### src/rtl/uart_pkg.sv
// Shared types and constants for the UART acquisition scheduler.
package uart_pkg;

    localparam int PERIOD_W   = 16;
    localparam int CNT_W      = 4;
    localparam int MIN_PERIOD = 2;
    localparam int ACC_W      = 6;

    // Compensation byte layout: U long periods in the high nibble, D short in the low nibble
    localparam int COMP_U_MSB = 7;
    localparam int COMP_U_LSB = 4;
    localparam int COMP_D_MSB = 3;
    localparam int COMP_D_LSB = 0;

    typedef enum logic {
        ST_IDLE = 1'b0,
        ST_RUN  = 1'b1
    } state_t;

endpackage

### src/rtl/uart_comp_accum.sv
// Error accumulator step: decides whether the next period is long (P+1) and the new residue.
module uart_comp_accum
    import uart_pkg::*;
#(
    parameter int FIELD_W = CNT_W
) (
    input  logic [ACC_W-1:0]   acc,
    input  logic [FIELD_W-1:0] u,
    input  logic [FIELD_W:0]   n,
    output logic               isLong,
    output logic [ACC_W-1:0]   accNext
);

    logic [ACC_W-1:0] t;

    // acc < N and U <= N, so t stays below 2N (at most 44) and one subtraction suffices
    always_comb begin
        t       = acc + ACC_W'(u);
        isLong  = (t >= ACC_W'(n));
        accNext = isLong ? (t - ACC_W'(n)) : t;
    end

endmodule

### src/rtl/uart_acq_scheduler.sv
// Issues acquisition strobes so each UART bit lasts N*P+U clocks, long periods evenly spread.
// Define UART_ACQ_BITCNT_EN to add the BitCnt_o completed-bit counter output.
module uart_acq_scheduler #(
    parameter int PERIOD_W   = uart_pkg::PERIOD_W,
    parameter int CNT_W      = uart_pkg::CNT_W,
    parameter int MIN_PERIOD = uart_pkg::MIN_PERIOD
) (
    input  logic                clk,
    input  logic                rst,
    input  logic                p_Enable_i,
    input  logic                p_BitStart_i,
    input  logic [PERIOD_W-1:0] BaudRateGen_i,
    input  logic [7:0]          BitCompensation_i,
    output logic                p_AcqSig_o,
    output logic                p_BitEnd_o,
    output logic [CNT_W:0]      AcqIndex_o,
    output logic                p_Busy_o,
    output logic                p_CfgErr_o
`ifdef UART_ACQ_BITCNT_EN
    ,
    output logic [3:0]          BitCnt_o
`endif
);

    import uart_pkg::*;

    state_t              stateReg, stateNext;
    logic [PERIOD_W-1:0] cntReg, cntNext, pReg, pNext, pSel, loadVal;
    logic [ACC_W-1:0]    accReg, accNext, accSel, accCalc;
    logic [CNT_W-1:0]    uReg, uNext, uSel, newU, newD;
    logic [CNT_W:0]      nReg, nNext, nSel, newN;
    logic [CNT_W:0]      idxReg, idxNext, idxOutReg, idxOutNext;
    logic                acqReg, acqNext, bitEndReg, bitEndNext, errReg, errNext;
    logic                isLong, newValid, expire, lastIdx, freshBit;

    // Period source: live inputs when a new bit begins from a fresh snapshot, else the held snapshot
    always_comb begin
        newU     = BitCompensation_i[COMP_U_MSB:COMP_U_LSB];
        newD     = BitCompensation_i[COMP_D_MSB:COMP_D_LSB];
        newN     = {1'b0, newU} + {1'b0, newD};
        newValid = (newN != '0) && (BaudRateGen_i >= PERIOD_W'(MIN_PERIOD));
        expire   = (cntReg == '0);
        lastIdx  = (idxReg == nReg - 1'b1);
        freshBit = (stateReg == ST_IDLE) || (expire && lastIdx && !p_BitStart_i);
        if (freshBit) begin
            accSel = '0;
            uSel   = newU;
            nSel   = newN;
            pSel   = BaudRateGen_i;
        end else begin
            accSel = p_BitStart_i ? '0 : accReg;
            uSel   = uReg;
            nSel   = nReg;
            pSel   = pReg;
        end
    end

    uart_comp_accum #(
        .FIELD_W (CNT_W)
    ) u_accum (
        .acc     (accSel),
        .u       (uSel),
        .n       (nSel),
        .isLong  (isLong),
        .accNext (accCalc)
    );

    // Counter holds L-1 so a P+1 period still fits in PERIOD_W bits
    assign loadVal = isLong ? pSel : (pSel - 1'b1);

    always_comb begin
        stateNext  = stateReg;
        cntNext    = cntReg;
        accNext    = accReg;
        idxNext    = idxReg;
        pNext      = pReg;
        uNext      = uReg;
        nNext      = nReg;
        acqNext    = 1'b0;
        bitEndNext = 1'b0;
        idxOutNext = idxOutReg;
        errNext    = errReg;

        if (!p_Enable_i) begin
            stateNext = ST_IDLE;
            errNext   = 1'b0;
            cntNext   = '0;
            accNext   = '0;
            idxNext   = '0;
        end else if (stateReg == ST_IDLE) begin
            pNext   = BaudRateGen_i;
            uNext   = newU;
            nNext   = newN;
            idxNext = '0;
            if (newValid) begin
                stateNext = ST_RUN;
                cntNext   = loadVal;
                accNext   = accCalc;
            end else begin
                errNext = 1'b1;
            end
        end else if (p_BitStart_i) begin
            idxNext = '0;
            cntNext = loadVal;
            accNext = accCalc;
        end else if (expire) begin
            acqNext    = 1'b1;
            bitEndNext = lastIdx;
            idxOutNext = idxReg;
            if (lastIdx) begin
                idxNext = '0;
                pNext   = BaudRateGen_i;
                uNext   = newU;
                nNext   = newN;
                if (newValid) begin
                    cntNext = loadVal;
                    accNext = accCalc;
                end else begin
                    stateNext = ST_IDLE;
                    errNext   = 1'b1;
                    cntNext   = '0;
                    accNext   = '0;
                end
            end else begin
                idxNext = idxReg + 1'b1;
                cntNext = loadVal;
                accNext = accCalc;
            end
        end else begin
            cntNext = cntReg - 1'b1;
        end
    end

    always_ff @(posedge clk or negedge rst) begin
        if (!rst) begin
            stateReg  <= ST_IDLE;
            cntReg    <= '0;
            accReg    <= '0;
            idxReg    <= '0;
            pReg      <= '0;
            uReg      <= '0;
            nReg      <= '0;
            acqReg    <= 1'b0;
            bitEndReg <= 1'b0;
            idxOutReg <= '0;
            errReg    <= 1'b0;
        end else begin
            stateReg  <= stateNext;
            cntReg    <= cntNext;
            accReg    <= accNext;
            idxReg    <= idxNext;
            pReg      <= pNext;
            uReg      <= uNext;
            nReg      <= nNext;
            acqReg    <= acqNext;
            bitEndReg <= bitEndNext;
            idxOutReg <= idxOutNext;
            errReg    <= errNext;
        end
    end

    assign p_AcqSig_o = acqReg;
    assign p_BitEnd_o = bitEndReg;
    assign AcqIndex_o = idxOutReg;
    assign p_Busy_o   = (stateReg == ST_RUN);
    assign p_CfgErr_o = errReg;

`ifdef UART_ACQ_BITCNT_EN
    logic [3:0] bitCntReg;

    always_ff @(posedge clk or negedge rst) begin
        if (!rst) begin
            bitCntReg <= '0;
        end else if (!p_Enable_i || stateReg == ST_IDLE || p_BitStart_i) begin
            bitCntReg <= '0;
        end else if (bitEndNext) begin
            bitCntReg <= bitCntReg + 4'd1;
        end
    end

    assign BitCnt_o = bitCntReg;
`endif

endmodule

### config.mk
export PLATFORM = sky130hd
export DESIGN_NAME = uart_acq_scheduler
export DESIGN_NICKNAME = d
export VERILOG_FILES = /design/src/rtl/uart_pkg.sv /design/src/rtl/uart_comp_accum.sv /design/src/rtl/uart_acq_scheduler.sv
export SDC_FILE = /design/constraint.sdc
export NUM_CORES = 1
export LEC_CHECK = 0
export CORE_ASPECT_RATIO = 0.8
export CORE_MARGIN = 2
export CORE_UTILIZATION = 23
export CTS_CLUSTER_SIZE = 20
export DETAILED_ROUTE_END_ITERATION = 10
export HOLD_SLACK_MARGIN = 0.08
export PLACE_DENSITY = 0.44
export SYNTH_ARGS = -nofsm -noshare
export SYNTH_HDL_FRONTEND = slang
export SYNTH_SLANG_ARGS = --single-unit
### constraint.sdc
create_clock -name clk -period 8.8 [get_ports clk]
set_input_delay 1.76 -clock clk [delete_from_list [all_inputs] [get_ports clk]]
set_output_delay 1.76 -clock clk [all_outputs]
set_load 0.005 [all_outputs]
== Yosys cells after proc, flatten, opt, wreduce, memory -nomap -nowiden ==
Index checks and enable logic that the tools add are counted.

* Register bits: 61
* Latch bits: 0
* RAM bits: 0
* Bits in read-only memories: 0
* Input bits: 28
* Output and inout port bits: 9
* Word-level logic and storage cells: 100
* Memories: 0

* Add/sub/neg operators: 7
* $mul: 0
* Div/mod/pow operators: 0
* Magnitude comparators: 2
* Equality and inequality tests: 9
* Shift-type cells: 0
* Muxes and demuxes: 58
* Bitwise logic cells: 2
* Reduce and logical (&&, ||, !) cells: 11

{| class="wikitable"
|+ Operators with widths
! operator !! number
|-
| 16-bit 2-to-1 mux || 13
|-
| 6-bit 2-to-1 mux || 10
|-
| 5-bit 2-to-1 mux || 10
|-
| 16-bit by 1-bit subtractor with 16-bit output (second input constant) || 2
|-
| 1-bit 2-to-1 mux || 20
|-
| 4-bit 2-to-1 mux || 5
|-
| 16-bit by 2-bit greater-or-equal comparator with 1-bit output (second input constant) || 1
|-
| 16-bit zero test || 1
|-
| 4-bit AND reduction || 2
|-
| 6-bit by 4-bit adder with 6-bit output || 1
|-
| 6-bit by 5-bit greater-or-equal comparator with 1-bit output || 1
|-
| 3-bit by 2-bit != test with 1-bit output (second input constant) || 2
|-
| 6-bit by 5-bit subtractor with 6-bit output || 1
|-
| 4-bit by 4-bit adder with 5-bit output || 1
|-
| 5-bit by 1-bit adder with 5-bit output (second input constant) || 1
|-
| 5-bit == test || 1
|-
| 5-bit nonzero test || 1
|-
| 5-bit by 1-bit subtractor with 5-bit output (second input constant) || 1
|-
| 2-bit by 1-bit != test with 1-bit output (second input constant) || 2
|-
| 4-bit by 3-bit != test with 1-bit output (second input constant) || 1
|-
| 1-bit logical AND || 3
|-
| 3-bit by 1-bit != test with 1-bit output (second input constant) || 1
|-
| 3-bit != test (second input constant) || 1
|-
| 3-bit AND reduction || 1
|-
| 5 further kinds || 6
|}

== Longest topological paths before layout ==
* Depth after elaboration: 15
* Gate-level depth with buffers: 26
* Depth with buffers taken out: 23

== Cells and area by module ==
From an unflattened synthesis, not the netlist that was laid out.

* Cell total of the unflattened synthesis: 472
* Area total of the unflattened synthesis: 4456.8 um^2

{| class="wikitable"
|+ By module, submodules not included
! module !! times used !! cells each !! area an instance (um^2) !! sequential area each (um^2)
|-
| uart_acq_scheduler || 1 || 411 || 3916.3 || 1526.5
|-
| uart_comp_accum || 1 || 61 || 540.5 || 0.0
|}

== Least setup slack after synthesis ==
No wires, ideal clock.

* Path kind: input to register
* From: input p_BitStart_i
* To: register cntReg[12]
* Setup time: 64 ps
* Arrival: 5852 ps
* Data required time: 8736 ps
* Setup slack: 2884 ps
* Cell stages on the path: 21
* Path buffers: 3
* Cell sequence: o31ai_2 -> buf_2 -> buf_2 -> buf_2 -> nand2_1 -> nand2_1 -> ha_1 -> inv_1 -> fa_1 -> nor2b_1 -> o21ai_0 -> nand2b_1 -> xnor2_1 -> ha_1 -> and3_1 -> a31o_2 -> a221oi_4 -> nand2_4 -> or4_1 -> a21oi_1 -> a21o_1

* Cells in the longest elaborated chain, start to end: 13
* Elaborated cells between the ends (all ways): 19
* Those cells by class: add/sub (2); order compare (1); mux (13); reduce/logical (3)

{| class="wikitable"
|+ RTL lines
! element !! line !! RTL
|-
| start, declared || uart_acq_scheduler.sv:11 || <nowiki>input logic p_BitStart_i,</nowiki>
|-
| 1-bit zero test || uart_acq_scheduler.sv:44 || <nowiki>freshBit = (stateReg == ST_IDLE) || (expire && lastIdx && !p_BitStart_i);</nowiki>
|-
| 1-bit logical AND || uart_acq_scheduler.sv:44 ||
|-
| 1-bit logical OR || uart_acq_scheduler.sv:44 ||
|-
| 6-bit 2-to-1 mux / 4-bit 2-to-1 mux (equally long branches) || uart_acq_scheduler.sv:45 || <nowiki>if (freshBit) begin</nowiki>
|-
| 6-bit by 4-bit adder with 6-bit output || uart_comp_accum.sv:18 || <nowiki>t = acc + ACC_W'(u);</nowiki>
|-
| 6-bit by 5-bit greater-or-equal comparator with 1-bit output || uart_comp_accum.sv:19 || <nowiki>isLong = (t >= ACC_W'(n));</nowiki>
|-
| 16-bit 2-to-1 mux || uart_acq_scheduler.sv:69 || <nowiki>assign loadVal = isLong ? pSel : (pSel - 1'b1);</nowiki>
|-
| 16-bit 2-to-1 mux || uart_acq_scheduler.sv:115 || <nowiki>if (newValid) begin</nowiki>
|-
| 16-bit 2-to-1 mux || uart_acq_scheduler.sv:110 || <nowiki>if (lastIdx) begin</nowiki>
|-
| 16-bit 2-to-1 mux || uart_acq_scheduler.sv:106 || <nowiki>end else if (expire) begin</nowiki>
|-
| 16-bit 2-to-1 mux || uart_acq_scheduler.sv:102 || <nowiki>end else if (p_BitStart_i) begin</nowiki>
|-
| 16-bit 2-to-1 mux * || uart_acq_scheduler.sv:90 || <nowiki>end else if (stateReg == ST_IDLE) begin</nowiki>
|-
| 16-bit 2-to-1 mux * || uart_acq_scheduler.sv:84 || <nowiki>if (!p_Enable_i) begin</nowiki>
|-
| end signal, assigned || uart_acq_scheduler.sv:149 || <nowiki>cntReg <= cntNext;</nowiki>
|-
| end, declared || uart_acq_scheduler.sv:28 || <nowiki>logic [PERIOD_W-1:0] cntReg, cntNext, pReg, pNext, pSel, loadVal;</nowiki>
|}

Mark *: on every way between the ends. The rest lies on a longest branch, timed or not. The select of a mux whose other input is x is not followed.
A chain may end at the register's enable or synchronous reset.

== Final worst setup path ==
Same ends and word-level chain as after synthesis.

==> out/metrics.yaml <==
place:
  dp_hpwl_mm: 9.49
  port_buffers: 36
  gp_congestion: 0.904
  dpl_cell_area_um2: 5040
cts:
  path_clk_slew_ns: 0.06
  clock_path_buffers: 2
  cts.sinks: 61
  clk_latency_ns: 0.33
  postCtsHoldBufs: 0
  cts_made_buffers: 9
  ctsResizeCount: 0
  ctsHtreeMaxLevel: 3
  cts_root_buf: "clkbuf_16"
  post_cts_buffers: 0
  tritoncts: "built"
critical_path:
  path_max_fanout: 17
  start_kind: "input pin"
  cp.required_ns: 9.07
  cp-end-kind: "register"
  worst-setup-path-type: "input pin to register"
  cp.arrival_ns: 6.52
synthesis:
  async_flop_share_pct: 100
  yosysUniqueCellTypes: 59
  synthesis.nets: 514
  synth_area_leader_cell: "dfrtp_1"
  synth_top_area_share_pct: 34.7
  synthTopCellsByArea: "dfrtp_1 35%, mux2_2 6.9%, ha_1 5.1%"
  syn_inst: 465
  ys_ff_latch: 61
  yosys_warnings: 0
  yosysMostFrequentCell: "dfrtp_1"
  post_synth.cell_area_avg_um2: 9.45
  ys_dominant_reg_cell: "dfrtp_1"
  ys_seq_area_share_pct: 34.7
  synth-edff-count: 0
  syn_area_um2: 4390
  synth_commonest_cells: "61 x dfrtp_1, 46 x nand2_1, 29 x o21ai_0"
grt:
  antenna_found_initial: 0
  grt_pass1_wl_mm: 20.6
  grt_pass1_vias: 3639
  grt_max_degree: 62
  grt_use_total_pct: 13.3
  gr-total-overflow: 0
timing:
  rsz0062_at_grt: "no"
  tns_ns: 0
  hold_viol_final: 0
  finalMaxSlewViolations: 0
  max_freq_mhz: 160
  fin_crit_sh_pct: 71.1
  max_slew.worst_pin.slew_ns: 1.17
  fin_crit_ns: 6.25
  setup_viol: 0
  skew_ns: 0.00650
  slew_headroom_pct: 21.5
floorplanning:
  die_w_um: 159
  core_um2: 18900
  pin_count: 37
  rows: 45
  fp.dieH_um: 128
  die_area_um2: 20200
  start_util_pct: 23.3
min_path:
  hold_path_class: "register to register"
layout:
  synthToLayoutAreaGrowth_pct: 23.3
  nFillCells: 1996
  diodes: 0
  drive_gt1_share_pct: 11.7
  finalNetCount: 549
  utilization_pct: 28.7
  final_area_um2: 5420
run_status:
  status: "complete, no violations"
drt:
  ant_nets: 0
  first_iter_violations: 293
  routed_wl_mm: 12.7
  routed_via_density: 4.96
  num_vias: 3787
  drc: 0
  firstDrtPassIters: 5
  detail_route.wl_per_cell_um: 16.7
job:
  max_cap_viol_count: 0
power_and_ir_drop:
  power.leakage_nw: 2.23
  p_per_area_nw_per_um2: 227
  ir_worst_vdd_mv: 0.0910
==> worst max-delay path, cell delays in order <==
cell and delay, ns:
clkdlybuf4s50_1 0.53, nand2b_1 0.28, a41oi_4 0.35, and2_1 0.19
ha_1 0.17, inv_1 0.06, fa_1 0.40, nor2b_1 0.12
o21ai_0 0.08, nand2b_1 0.09, xnor2_1 0.14, ha_1 0.33
and3_1 0.18, a31o_2 0.27, a221oi_4 0.57, nand2_4 0.17
or4_1 0.54, a21oi_1 0.18, a21o_1 0.10
==> registers in the layout, summed over array words and instances, names as in the netlist, 4 cells and up <==
signal / count
pReg: 16
cntReg: 16
accReg: 6
nReg: 5
AcqIndex_o: 5
idxReg: 5
uReg: 4
==> cell type report <==
cell class / instances / area [µm²] / share of cell area [%]
clock buffers: 10 / 239 / 4.41
inverters: 11 / 41.3 / 0.762
clock inverters: 6 / 134 / 2.47
flip-flops and latches: 61 / 1530 / 28.2
multi-input cells: 377 / 2770 / 51.1
repair buffers: 40 / 385 / 7.11
well taps: 258 / 323 / 5.96
==> stage by stage <==
step	std cells	total power [mW]	setup WS [ns]	hold WS, ns
2_1_floorplan	465	0.659	2.88	0.442
3_3_place_gp	747	0.778	2.33	0.464
3_5_place_dp	747	0.781	2.24	0.471
4_1_cts	763	1.23	2.56	0.485
5_1_grt	763	1.31	2.19	0.506
6_report	763	1.23	2.55	0.479
==> cells in the final DEF, fill, tap and decap left out, types with 18 or more instances in the layout <==
| cell | n |
|---|---|
| ha_1 | 18 |
| clkdlybuf4s50_1 | 35 |
| mux2_2 | 27 |
| a21oi_1 | 18 |
| nor3_1 | 21 |
| o21ai_0 | 29 |
| xnor2_1 | 20 |
| nand2_1 | 46 |
| mux2i_1 | 19 |
| nor2_1 | 28 |
| dfrtp_1 | 61 |
==> routing by layer <==
layer	wire length, µm	GRT usage (%)	vias to the layer above
met3	759	2.68	14
met2	4970	17.5	138
met4	167	3.50	0
li1	-	-	1789
met5	0	0	-
met1	6840	21.5	1846
==> cells by family after synthesis <==
logic type,Yosys count,synth area share [%]
xor+xnor,33,6.92
compound gates,103,16.7
flops,61,34.7
mux,51,12.5
buf+inv,27,2.48
simple gates,169,20.2
fa+ha+maj,21,6.49
==> final timing paths <==
kind,startpoint,to,slack (ns),cells after the start
worst max-delay path,p_BitStart_i,cntReg[12]$_DFFE_PN0N_,2.55,19
worst min-delay path,accReg[3]$_DFFE_PN0P_,accReg[3]$_DFFE_PN0P_,0.48,2
worst max register to register,nReg[0]$_DFFE_PN0P_,cntReg[12]$_DFFE_PN0N_,2.82,23
worst min register to register,accReg[3]$_DFFE_PN0P_,accReg[3]$_DFFE_PN0P_,0.48,2
max in group asynchronous,rst,AcqIndex_o[4]$_DFFE_PN0P_,6.63,2
min in group asynchronous,rst,nReg[1]$_DFFE_PN0P_,1.58,2
==> report_power, final <==
part / switching (mW) / internal [mW] / total (mW) / leakage, nW
Clock: 0.133 / 0.313 / 0.446 / 0.183
Sequential: 0.0576 / 0.327 / 0.384 / 0.776
Combinational: 0.234 / 0.166 / 0.400 / 1.27
Total: 0.425 / 0.805 / 1.23 / 2.23
No activity file was read; power rests on OpenSTA's default activity.
